[src/rtl/mem_req_pkg.sv]
// Shared types for the memory request master: bus widths, FSM state and the
// queued command word.
package mem_req_pkg;

   localparam int WIDTH      = 8;
   localparam int DEPTH      = 16;
   localparam int ADDR_WIDTH = $clog2(DEPTH);

   typedef enum logic [1:0] {
      IDLE  = 2'd0,
      REQ   = 2'd1,
      DRAIN = 2'd2
   } state_e;

   typedef struct packed {
      logic                  wr;
      logic [ADDR_WIDTH-1:0] addr;
      logic [WIDTH-1:0]      wdata;
   } cmd_t;

endpackage

[src/rtl/mem_req_master_if.sv]
// Command, response and memory-side signals of the request master.
// Handshakes: a transfer happens on a posedge where valid and ready are both high;
// once raised, valid and its payload stay stable until that transfer happens.
interface mem_req_master_if;
   import mem_req_pkg::*;

   logic                  cmd_valid;
   logic                  cmd_ready;
   logic                  cmd_wr;
   logic [ADDR_WIDTH-1:0] cmd_addr;
   logic [WIDTH-1:0]      cmd_wdata;

   logic                  rsp_valid;
   logic                  rsp_wr;
   logic                  rsp_err;
   logic [WIDTH-1:0]      rsp_rdata;

   logic                  mem_valid;
   logic                  mem_ready;
   logic                  mem_wr_rd_en;
   logic [ADDR_WIDTH-1:0] mem_addr;
   logic [WIDTH-1:0]      mem_wdata;
   logic [WIDTH-1:0]      mem_rdata;

   modport master (
      input  cmd_valid, cmd_wr, cmd_addr, cmd_wdata, mem_ready, mem_rdata,
      output cmd_ready, rsp_valid, rsp_wr, rsp_err, rsp_rdata,
             mem_valid, mem_wr_rd_en, mem_addr, mem_wdata
   );

   modport slave (
      output cmd_valid, cmd_wr, cmd_addr, cmd_wdata, mem_ready, mem_rdata,
      input  cmd_ready, rsp_valid, rsp_wr, rsp_err, rsp_rdata,
             mem_valid, mem_wr_rd_en, mem_addr, mem_wdata
   );

endinterface

[src/rtl/mem_req_master_req_fifo.sv]
// Registered command FIFO; pointers wrap naturally because QDEPTH is a power of two.
module req_fifo
   import mem_req_pkg::*;
#(
   parameter  int QDEPTH = 4,
   localparam int PTR_W  = (QDEPTH > 1) ? $clog2(QDEPTH) : 1,
   localparam int CNT_W  = $clog2(QDEPTH + 1)
) (
   input  logic             clk,
   input  logic             res,
   input  logic             push_i,
   input  cmd_t             push_data_i,
   input  logic             pop_i,
   output cmd_t             head_o,
   output logic             full_o,
   output logic             empty_o,
   output logic [CNT_W-1:0] count_o
);

   cmd_t             slots_q [QDEPTH];
   logic [PTR_W-1:0] wr_ptr_q, wr_ptr_d;
   logic [PTR_W-1:0] rd_ptr_q, rd_ptr_d;
   logic [CNT_W-1:0] count_q, count_d;
   logic             do_push, do_pop;

   assign full_o  = (count_q == CNT_W'(QDEPTH));
   assign empty_o = (count_q == '0);
   assign count_o = count_q;
   assign head_o  = slots_q[rd_ptr_q];

   assign do_push = push_i && !full_o;
   assign do_pop  = pop_i && !empty_o;

   always_comb begin
      wr_ptr_d = wr_ptr_q;
      rd_ptr_d = rd_ptr_q;
      count_d  = count_q;
      if (do_push) wr_ptr_d = wr_ptr_q + PTR_W'(1);
      if (do_pop)  rd_ptr_d = rd_ptr_q + PTR_W'(1);
      case ({do_push, do_pop})
         2'b10:   count_d = count_q + CNT_W'(1);
         2'b01:   count_d = count_q - CNT_W'(1);
         default: count_d = count_q;
      endcase
   end

   always_ff @(posedge clk) begin
      if (res) begin
         wr_ptr_q <= '0;
         rd_ptr_q <= '0;
         count_q  <= '0;
      end else begin
         wr_ptr_q <= wr_ptr_d;
         rd_ptr_q <= rd_ptr_d;
         count_q  <= count_d;
      end
   end

   // Storage needs no reset: a flushed count makes every slot unreachable.
   always_ff @(posedge clk) begin
      if (do_push) slots_q[wr_ptr_q] <= push_data_i;
   end

endmodule

[src/rtl/mem_req_master.sv]
// Queues read/write commands and issues them one at a time on the memory
// valid/ready handshake, returning one response pulse per command.
module mem_req_master
   import mem_req_pkg::*;
#(
   parameter  int QDEPTH  = 4,
   parameter  int TIMEOUT = 15,
   localparam int CNT_W   = $clog2(QDEPTH + 1),
   localparam int TMR_W   = (TIMEOUT > 1) ? $clog2(TIMEOUT) : 1
) (
   input  logic             clk,
   input  logic             res,
   mem_req_master_if.master bus,
   output state_e           state_o,
   output logic [CNT_W-1:0] q_count_o
);

   cmd_t             push_cmd;
   cmd_t             head;
   logic             fifo_full, fifo_empty;
   logic             do_push, do_pop;
   logic             timed_out;

   state_e           state_q;
   logic [TMR_W-1:0] timer_q;
   logic             mem_valid_q;
   logic             mem_wr_q;
   logic [ADDR_WIDTH-1:0] mem_addr_q;
   logic [WIDTH-1:0] mem_wdata_q;
   logic             rsp_valid_q;
   logic             rsp_wr_q;
   logic             rsp_err_q;
   logic [WIDTH-1:0] rsp_rdata_q;

   assign push_cmd  = {bus.cmd_wr, bus.cmd_addr, bus.cmd_wdata};
   assign do_push   = bus.cmd_valid && !fifo_full;
   assign timed_out = (timer_q == TMR_W'(TIMEOUT - 1));
   // The head stays queued while in flight and leaves on the cycle REQ completes.
   assign do_pop    = (state_q == REQ) && (bus.mem_ready || timed_out);

   req_fifo #(.QDEPTH(QDEPTH)) u_fifo (
      .clk         (clk),
      .res         (res),
      .push_i      (do_push),
      .push_data_i (push_cmd),
      .pop_i       (do_pop),
      .head_o      (head),
      .full_o      (fifo_full),
      .empty_o     (fifo_empty),
      .count_o     (q_count_o)
   );

   always_ff @(posedge clk) begin
      if (res) begin
         state_q     <= IDLE;
         timer_q     <= '0;
         mem_valid_q <= 1'b0;
         mem_wr_q    <= 1'b0;
         mem_addr_q  <= '0;
         mem_wdata_q <= '0;
         rsp_valid_q <= 1'b0;
         rsp_wr_q    <= 1'b0;
         rsp_err_q   <= 1'b0;
         rsp_rdata_q <= '0;
      end else begin
         rsp_valid_q <= 1'b0;
         rsp_err_q   <= 1'b0;
         case (state_q)
            IDLE: begin
               if (!fifo_empty) begin
                  mem_valid_q <= 1'b1;
                  mem_wr_q    <= head.wr;
                  mem_addr_q  <= head.addr;
                  mem_wdata_q <= head.wdata;
                  timer_q     <= '0;
                  state_q     <= REQ;
               end
            end
            REQ: begin
               if (bus.mem_ready) begin
                  mem_valid_q <= 1'b0;
                  rsp_valid_q <= 1'b1;
                  rsp_wr_q    <= mem_wr_q;
                  rsp_rdata_q <= mem_wr_q ? '0 : bus.mem_rdata;
                  state_q     <= DRAIN;
               end else if (timed_out) begin
                  mem_valid_q <= 1'b0;
                  rsp_valid_q <= 1'b1;
                  rsp_wr_q    <= mem_wr_q;
                  rsp_err_q   <= 1'b1;
                  rsp_rdata_q <= '0;
                  state_q     <= DRAIN;
               end else begin
                  timer_q <= timer_q + TMR_W'(1);
               end
            end
            // A ready left high from the last access must never count as the next handshake.
            DRAIN: begin
               if (!bus.mem_ready) state_q <= IDLE;
            end
            default: state_q <= IDLE;
         endcase
      end
   end

   assign bus.cmd_ready    = !fifo_full;
   assign bus.mem_valid    = mem_valid_q;
   assign bus.mem_wr_rd_en = mem_wr_q;
   assign bus.mem_addr     = mem_addr_q;
   assign bus.mem_wdata    = mem_wdata_q;
   assign bus.rsp_valid    = rsp_valid_q;
   assign bus.rsp_wr       = rsp_wr_q;
   assign bus.rsp_err      = rsp_err_q;
   assign bus.rsp_rdata    = rsp_rdata_q;
   assign state_o          = state_q;

endmodule
[src/flat_wrapper.sv]
// flat-port wrapper written by rule: the top's interface ports become plain ports
module mem_req_master_flat import mem_req_pkg::*;
#(
   parameter  int QDEPTH  = 4,
   parameter  int TIMEOUT = 15,
   localparam int CNT_W   = $clog2(QDEPTH + 1),
   localparam int TMR_W   = (TIMEOUT > 1) ? $clog2(TIMEOUT) : 1
)
  (clk, res, state_o, q_count_o, bus_cmd_valid, bus_cmd_wr, bus_cmd_addr, bus_cmd_wdata, bus_mem_ready, bus_mem_rdata, bus_cmd_ready, bus_rsp_valid, bus_rsp_wr, bus_rsp_err, bus_rsp_rdata, bus_mem_valid, bus_mem_wr_rd_en, bus_mem_addr, bus_mem_wdata);
  mem_req_master_if bus_i ();
  input  logic clk;
  input  logic res;
  output state_e state_o;
  output logic [CNT_W-1:0] q_count_o;
  input wire logic [$bits(bus_i.cmd_valid)-1:0] bus_cmd_valid;
  input wire logic [$bits(bus_i.cmd_wr)-1:0] bus_cmd_wr;
  input wire logic [$bits(bus_i.cmd_addr)-1:0] bus_cmd_addr;
  input wire logic [$bits(bus_i.cmd_wdata)-1:0] bus_cmd_wdata;
  input wire logic [$bits(bus_i.mem_ready)-1:0] bus_mem_ready;
  input wire logic [$bits(bus_i.mem_rdata)-1:0] bus_mem_rdata;
  output wire logic [$bits(bus_i.cmd_ready)-1:0] bus_cmd_ready;
  output wire logic [$bits(bus_i.rsp_valid)-1:0] bus_rsp_valid;
  output wire logic [$bits(bus_i.rsp_wr)-1:0] bus_rsp_wr;
  output wire logic [$bits(bus_i.rsp_err)-1:0] bus_rsp_err;
  output wire logic [$bits(bus_i.rsp_rdata)-1:0] bus_rsp_rdata;
  output wire logic [$bits(bus_i.mem_valid)-1:0] bus_mem_valid;
  output wire logic [$bits(bus_i.mem_wr_rd_en)-1:0] bus_mem_wr_rd_en;
  output wire logic [$bits(bus_i.mem_addr)-1:0] bus_mem_addr;
  output wire logic [$bits(bus_i.mem_wdata)-1:0] bus_mem_wdata;
  assign bus_i.cmd_valid = bus_cmd_valid;
  assign bus_i.cmd_wr = bus_cmd_wr;
  assign bus_i.cmd_addr = bus_cmd_addr;
  assign bus_i.cmd_wdata = bus_cmd_wdata;
  assign bus_i.mem_ready = bus_mem_ready;
  assign bus_i.mem_rdata = bus_mem_rdata;
  assign bus_cmd_ready = bus_i.cmd_ready;
  assign bus_rsp_valid = bus_i.rsp_valid;
  assign bus_rsp_wr = bus_i.rsp_wr;
  assign bus_rsp_err = bus_i.rsp_err;
  assign bus_rsp_rdata = bus_i.rsp_rdata;
  assign bus_mem_valid = bus_i.mem_valid;
  assign bus_mem_wr_rd_en = bus_i.mem_wr_rd_en;
  assign bus_mem_addr = bus_i.mem_addr;
  assign bus_mem_wdata = bus_i.mem_wdata;
  mem_req_master #(.QDEPTH(QDEPTH), .TIMEOUT(TIMEOUT)) u_core (.clk(clk), .res(res), .bus(bus_i), .state_o(state_o), .q_count_o(q_count_o));
endmodule
[config.mk]
export PLATFORM = sky130hd
export DESIGN_NAME = mem_req_master_flat
export DESIGN_NICKNAME = d
export VERILOG_FILES = /design/src/rtl/mem_req_pkg.sv /design/src/rtl/mem_req_master_if.sv /design/src/rtl/mem_req_master_req_fifo.sv /design/src/rtl/mem_req_master.sv /design/src/flat_wrapper.sv
export SDC_FILE = /design/constraint.sdc
export NUM_CORES = 1
export LEC_CHECK = 0
export BUFFER_PORTS_ARGS = -buffer_cell sky130_fd_sc_hd__buf_2
export CAP_MARGIN = 20
export CORE_UTILIZATION = 30
export CTS_CLUSTER_DIAMETER = 80
export DETAILED_ROUTE_END_ITERATION = 12
export GPL_TIMING_DRIVEN = 1
export PLACE_DENSITY = 0.47
export SLEW_MARGIN = 20
export SYNTH_ARGS = -nofsm -noshare
export SYNTH_HDL_FRONTEND = slang
export SYNTH_SLANG_ARGS = --single-unit
[constraint.sdc]
create_clock -name clk -period 2.5 [get_ports clk]
set_input_delay 0.25 -clock clk [delete_from_list [all_inputs] [get_ports clk]]
set_output_delay 0.25 -clock clk [all_outputs]
set_load 0.005 [all_outputs]
# Word level (Yosys, flattened, before mapping)

Memories as Yosys holds them, arrays and structs flattened. A register that Yosys moved wholly into a read port is not among the register bits.
Cells that the tools add are included.

Add/subtract/negate cells: 5
Equality and inequality tests: 11
Mux-type cells: 23
Bitwise logic cells: 2
Reductions and logical operators: 19

Operators with widths:

| kind                                                                  | count |
|---|---|
| 8-bit 2-to-1 mux                                                      | 3 |
| 4-bit 2-to-1 mux                                                      | 3 |
| 1-bit 2-to-1 mux                                                      | 9 |
| 2-bit 2-to-1 mux                                                      | 4 |
| 2-bit != test, second input constant                                  | 4 |
| 4-bit case mux with 2 select lines                                    | 1 |
| 2-bit case mux with 3 select lines                                    | 1 |
| 3-bit case mux with 2 select lines                                    | 1 |
| 3-bit AND reduction                                                   | 2 |
| 2-bit nonzero test                                                    | 3 |
| 2-bit by 1-bit adder with 2-bit output, second input constant         | 2 |
| 4-bit by 1-bit adder with 4-bit output, second input constant         | 1 |
| 2-bit by 1-bit equality test with 1-bit output, second input constant | 2 |
| 2-bit equality test, second input constant                            | 2 |
| 4-bit equality test, second input constant                            | 1 |
| 1-bit logical AND                                                     | 4 |
| 2-bit AND reduction                                                   | 2 |
| 4-bit AND reduction                                                   | 1 |
| 3-bit by 1-bit adder with 3-bit output, second input constant         | 1 |
| 3-bit equality test, second input constant                            | 1 |
| 3-bit zero test                                                       | 1 |
| 3-bit by 2-bit != test with 1-bit output, second input constant       | 1 |
| 3-bit OR reduction                                                    | 1 |
| 3-bit by 1-bit subtractor with 3-bit output, second input constant    | 1 |
| other kinds (6)                                                       | 8 |

Register bits: 25
RAM bits: 52
Bits of input ports: 25
Output and inout port bits: 31
Word-level logic and storage cells: 71
Memories: 1

Memories:

| memory                | words | bits a word | read ports | clocked after memory_dff | wr ports | RTL line                      | text |
|---|---|---|---|---|---|---|---|
| u_core.u_fifo.slots_q | 4     | 13          | 1          | 1                        | 1        | mem_req_master_req_fifo.sv:20 | `cmd_t slots_q [QDEPTH];` |

# Longest topological paths before layout

Depth after elaboration: 6
Gate-level depth with buffers: 12
Gate-level depth less buffers: 11

# Hierarchy

A second synthesis with hierarchy kept.

Cell total of the unflattened synthesis: 250
Area, all modules: 3513.4 um^2

By module, submodules not included:

| module         | times used | cells an instance | area each (um^2) | seq. area each (um^2) |
|---|---|---|---|---|
| req_fifo       | 1          | 121               | 2354.8           | 1741.7 |
| mem_req_master | 1          | 129               | 1158.6           | 620.6 |

# Worst setup path before layout

Ideal clock, no wire load.

Path type: reg-to-reg
From: reg u_core.timer_q[0]
To: reg u_core.u_fifo.count_q[2], in the netlist u_core.u_fifo.count_o[2]
Setup time: 0.070 ns
Arrival time: 2.286 ns
Data required time: 2.430 ns
Slack: 0.144 ns
Cell stages (with the launch flop): 13
Path buffers: 1
Clock period less this slack: 2.356 ns
Cell sequence: dfxtp_1 -> inv_1 -> ha_1 -> a31o_2 -> buf_2 -> nand2_1 -> nor2_1 -> ha_1 -> inv_1 -> fa_1 -> xor2_1 -> or3_1 -> a21oi_1

Cells in the longest elaborated chain, start to end: 6
Elaborated cells between the ends (all ways): 8
Classes of those cells: eq/ne (3); mux (1); reduce/logical (4)

RTL lines:

| what                                                                                  | RTL line                      | text |
|---|---|---|
| start: declaration                                                                    | mem_req_master.sv:25          | `logic [TMR_W-1:0] timer_q;` |
| start signal: assignment                                                              | mem_req_master.sv:94          | `timer_q <= timer_q + TMR_W'(1);` |
| 4-bit equality test (*)                                                               | mem_req_master.sv:37          | `assign timed_out = (timer_q == TMR_W'(TIMEOUT - 1));` |
| 1-bit logical OR (*)                                                                  | mem_req_master.sv:39          | `assign do_pop = (state_q == REQ) && (bus.mem_ready \|\| timed_out);` |
| 1-bit logical AND (*)                                                                 | mem_req_master.sv:39          |  |
| 1-bit logical AND (*)                                                                 | mem_req_master_req_fifo.sv:32 | `assign do_pop = pop_i && !empty_o;` |
| via u_core.u_fifo.do_pop                                                              | mem_req_master_req_fifo.sv:24 | `logic do_push, do_pop;` |
| 2-bit by 1-bit equality test with 1-bit output or 2-bit equality test (tied branches) | mem_req_master_req_fifo.sv:40 | `case ({do_push, do_pop})` |
| 3-bit case mux with 2 select lines or 2-bit nonzero test (tied branches)              | --                            |  |
| end signal: assignment                                                                | mem_req_master_req_fifo.sv:55 | `count_q <= count_d;` |
| end: declaration                                                                      | mem_req_master_req_fifo.sv:23 | `logic [CNT_W-1:0] count_q, count_d;` |

Mark *: on every way through the listed nets, which the timed path passes. The rest lies on a longest branch.
A chain may end at the register's enable or synchronous reset.

# Final worst setup path

From: reg u_core.timer_q[1]
To: reg u_core.u_fifo.count_q[2], in the netlist u_core.u_fifo.count_o[2]

Same word-level chain as after synthesis.

==> results.txt <==
Number of synthesized flops with an enable pin: 52
Final core utilization: 37.1%
Critical path class: flip-flop to flip-flop
CTS root buf: clkbuf_16
Worst VDD drop: 0.288 mV
Most numerous cell in the Yosys netlist: edfxtp_1
Initial drt markers: 93
CP Depth: 10
CP startpoint kind: flip-flop
Setup TNS: 0 ns
Clock Latency Late Sink: 0.33 ns
Synth top area share: 44.1%
Avg Inst Size Synth: 15.3 um^2
CTS tree: done
RSZ-0062 raised after global routing: false
Register area share after synthesis: 65.6%
Post-Synthesis Cells: 232
Worst EP required: 2.77 ns
Asr flop ratio synth: 0%
Top post-synthesis cells by area: edfxtp_1, dfxtp_1, mux4_1
First-pass GRT wire length: 11.5 mm
Total power: 3.35 mW
Number of global-route vias before repair: 2094
Fmax achieved: 436 MHz
Final WL: 7.01 mm
Global route overflow: 0
Worst EP arrival: 2.56 ns
Syn Nets: 265
Crit path largest cell delay: 0.40 ns
# Post-CTS Setup Buffers: 0
Placement Setup Slack: 0.205 ns
Antenna diode count: 0
DIE WIDTH: 111 um
CP bufs+invs: 1
Critical path's top delay family: adder cells
NumNets Final: 329
Worst Reg-to-Reg Cells: 10
Crit-path slowest cell: dfxtp_1
Status: complete, no violations
Initial antenna violation count: 0
Worst Setup EP: u_core.u_fifo.count_o[2]
Vias after detailed routing: 2132
Top cells by count, synth: edfxtp_1, dfxtp_1, nand2_1
Distinct cell type count after synthesis: 46
Htree depth: 3
Final Skew: 0.00526 ns
Largest net degree at the start of global routing: 17
Initial Util: 30.9%
Crit. Startpoint: u_core.timer_q[1]
Crit end category: flip-flop
Max-cap viol count: 0
Die Span Y: 111 um
R2R Path Start: u_core.timer_q[1]
IO Port Bufs: 55
Dpl cells: 428
I/O Pins: 56
HPWL Detailed: 4.67 mm
Synth area leader: edfxtp_1
R2r setup slk: 0.20 ns
Clock slew seen by the registers of the worst setup and hold paths: 0.07 ns
Pwr Density: 789 nW/um^2
CTS sink cnt: 90
Worst-path cell chain: ha_2 > a31o_2 > nand2_1 > nor2_1 > ha_2 > inv_1 > fa_1 > xor2_1 > or3_1 > a21oi_1
Yosys warnings: 0
Ratio of cells with drive above 1 in the final layout: 32.6%
DRC: 0
Post-route insts no fill: 444
Row count: 39
Static leakage: 1.59 nW
Hold-fix buffers, CTS: 0
Critical Path Most Common Cell: ha_2
Clock Path Buffers: 2
Worst slew pin tran: 0.941 ns
Total die area: 12200 um^2
TritonRoute pass-1 iters: 4
DRT antenna net count: 0
Mapped Area: 3540 um^2
Reg2reg end: u_core.u_fifo.count_o[2]
Core area: 11500 um^2
Final setup fails: 0
Dominant synthesized flop cell: edfxtp_1
Flops & latches, synth: 90
DR WL/cell: 15.8 um
Tightest Hold Check Type: input pin to flip-flop
Total track usage: 12.3%
Crit path max fanout: 5
Worst rel slew slack: 37.2%
Fin crit period: 2.30 ns
Part of the cycle the worst path needs: 91.8%
Final worst setup slack: 0.205 ns
Final Hold Fails: 0
Gpl congestion: 0.729
Area Overhead vs Synth: 20.1%
Inserted Clock Buffers: 9
Via density: 4.80
Max Transition Viols Final: 0
-- where the power goes --
| group | switching, mW | internal (mW) | total, mW |
|---|---|---|---|
| Combinational | 0.217 | 0.185 | 0.402 |
| Sequential | 0.0659 | 1.67 | 1.74 |
| Clock | 0.544 | 0.669 | 1.21 |
-- final cells by class --
cell class	count	area [um^2]
Tap cell	143	179
Timing Repair Buffer	65	350
Clock inverter	7	46.3
Multi-Input combinational cell	123	1100
Sequential cell	90	2320
Fill cell	1108	7220
Clock buffer	9	225
Inverter	7	26.3
-- layer usage --
metal | track usage [%] | vias to the layer above | part of all wire [%]
li1 | - | 1029 | -
met1 | 15.5 | 1051 | 46
met2 | 20.0 | 41 | 49
met3 | 2.47 | 11 | 3.3
met4 | 6.13 | 0 | 2.0
met5 | 0 | - | 0
-- through the flow --
stage	hold slack, ns	instance area [um^2]
after floorplan	0.349	3540
final	0.129	4250
after detailed placement	0.458	3970
after global routing	0.124	4250
after CTS	0.121	4240
after global placement	0.445	3970
-- registers in the layout, summed over array words and instances, names as in the netlist --
name                     flops
u_core.bus.mem_addr          4
u_core.u_fifo.slots_q       52
u_core.timer_q               4
u_core.u_fifo.count_o        3
u_core.state_o               2
u_core.u_fifo.rd_ptr_q       2
u_core.bus.rsp_rdata         8
u_core.bus.rsp_valid         1
u_core.bus.rsp_wr            1
u_core.u_fifo.wr_ptr_q       2
u_core.bus.rsp_err           1
u_core.bus.mem_wr_rd_en      1
u_core.bus.mem_wdata         8
u_core.bus.mem_valid         1
-- worst min-delay path by stage --
stage | to | startpoint | cells past startpoint
finish | u_core.u_fifo.slots_q[3][1] | bus_cmd_wdata[1] | 1
CTS | u_core.u_fifo.slots_q[0][1] | bus_cmd_wdata[1] | 1
floorplan | u_core.u_fifo.slots_q[0][0] | bus_cmd_wdata[0] | 0
detailed placement | u_core.bus.rsp_rdata[1] | u_core.bus.rsp_rdata[1] | 2
global placement | u_core.bus.rsp_rdata[4] | u_core.bus.rsp_rdata[4] | 2
global route | u_core.u_fifo.slots_q[0][1] | bus_cmd_wdata[1] | 1
-- placed cells by master, fill, tap and decap left out, types with 3 or more instances in the layout --
| cell type | n |
|---|---|
| nor2b_1 | 3 |
| a21oi_1 | 7 |
| o21ai_0 | 10 |
| mux4_2 | 7 |
| nor2_1 | 8 |
| ha_1 | 5 |
| nand4_1 | 9 |
| edfxtp_1 | 52 |
| and3_1 | 4 |
| inv_1 | 6 |
| clkbuf_16 | 9 |
| a22o_1 | 13 |
| nand3_1 | 4 |
| dfxtp_1 | 38 |
| buf_4 | 10 |
| nand2_1 | 14 |
| buf_2 | 55 |
| mux4_1 | 6 |
-- worst reg2reg max path: cells and delay by family, from the launching register on --
kind	cells	cell delay [ns]
buffers and inverters	1	0.05
adder cells (fa/ha/maj)	3	0.78
AO/OA/AOI/OAI	2	0.31
XOR/XNOR	1	0.15
flip-flops	1	0.40
AND/OR/NAND/NOR	3	0.53
-- cell families after synthesis --
logic type,after synthesis,synth area share [%]
AO/OA/AOI/OAI,42,8.45
XOR/XNOR,2,0.495
adder cells (fa/ha/maj),8,3.04
buffers and inverters,19,3.61
flip-flops,90,65.6
multiplexers,16,9.79
AND/OR/NAND/NOR,55,9.01
-- repair_timing --
item / CTS / global route
endpoints found under the hold margin: 0 / 0
resized for setup: 0 / 3
setup endpoints to repair: 0 / 1
(Power assumes the default switching activity.)
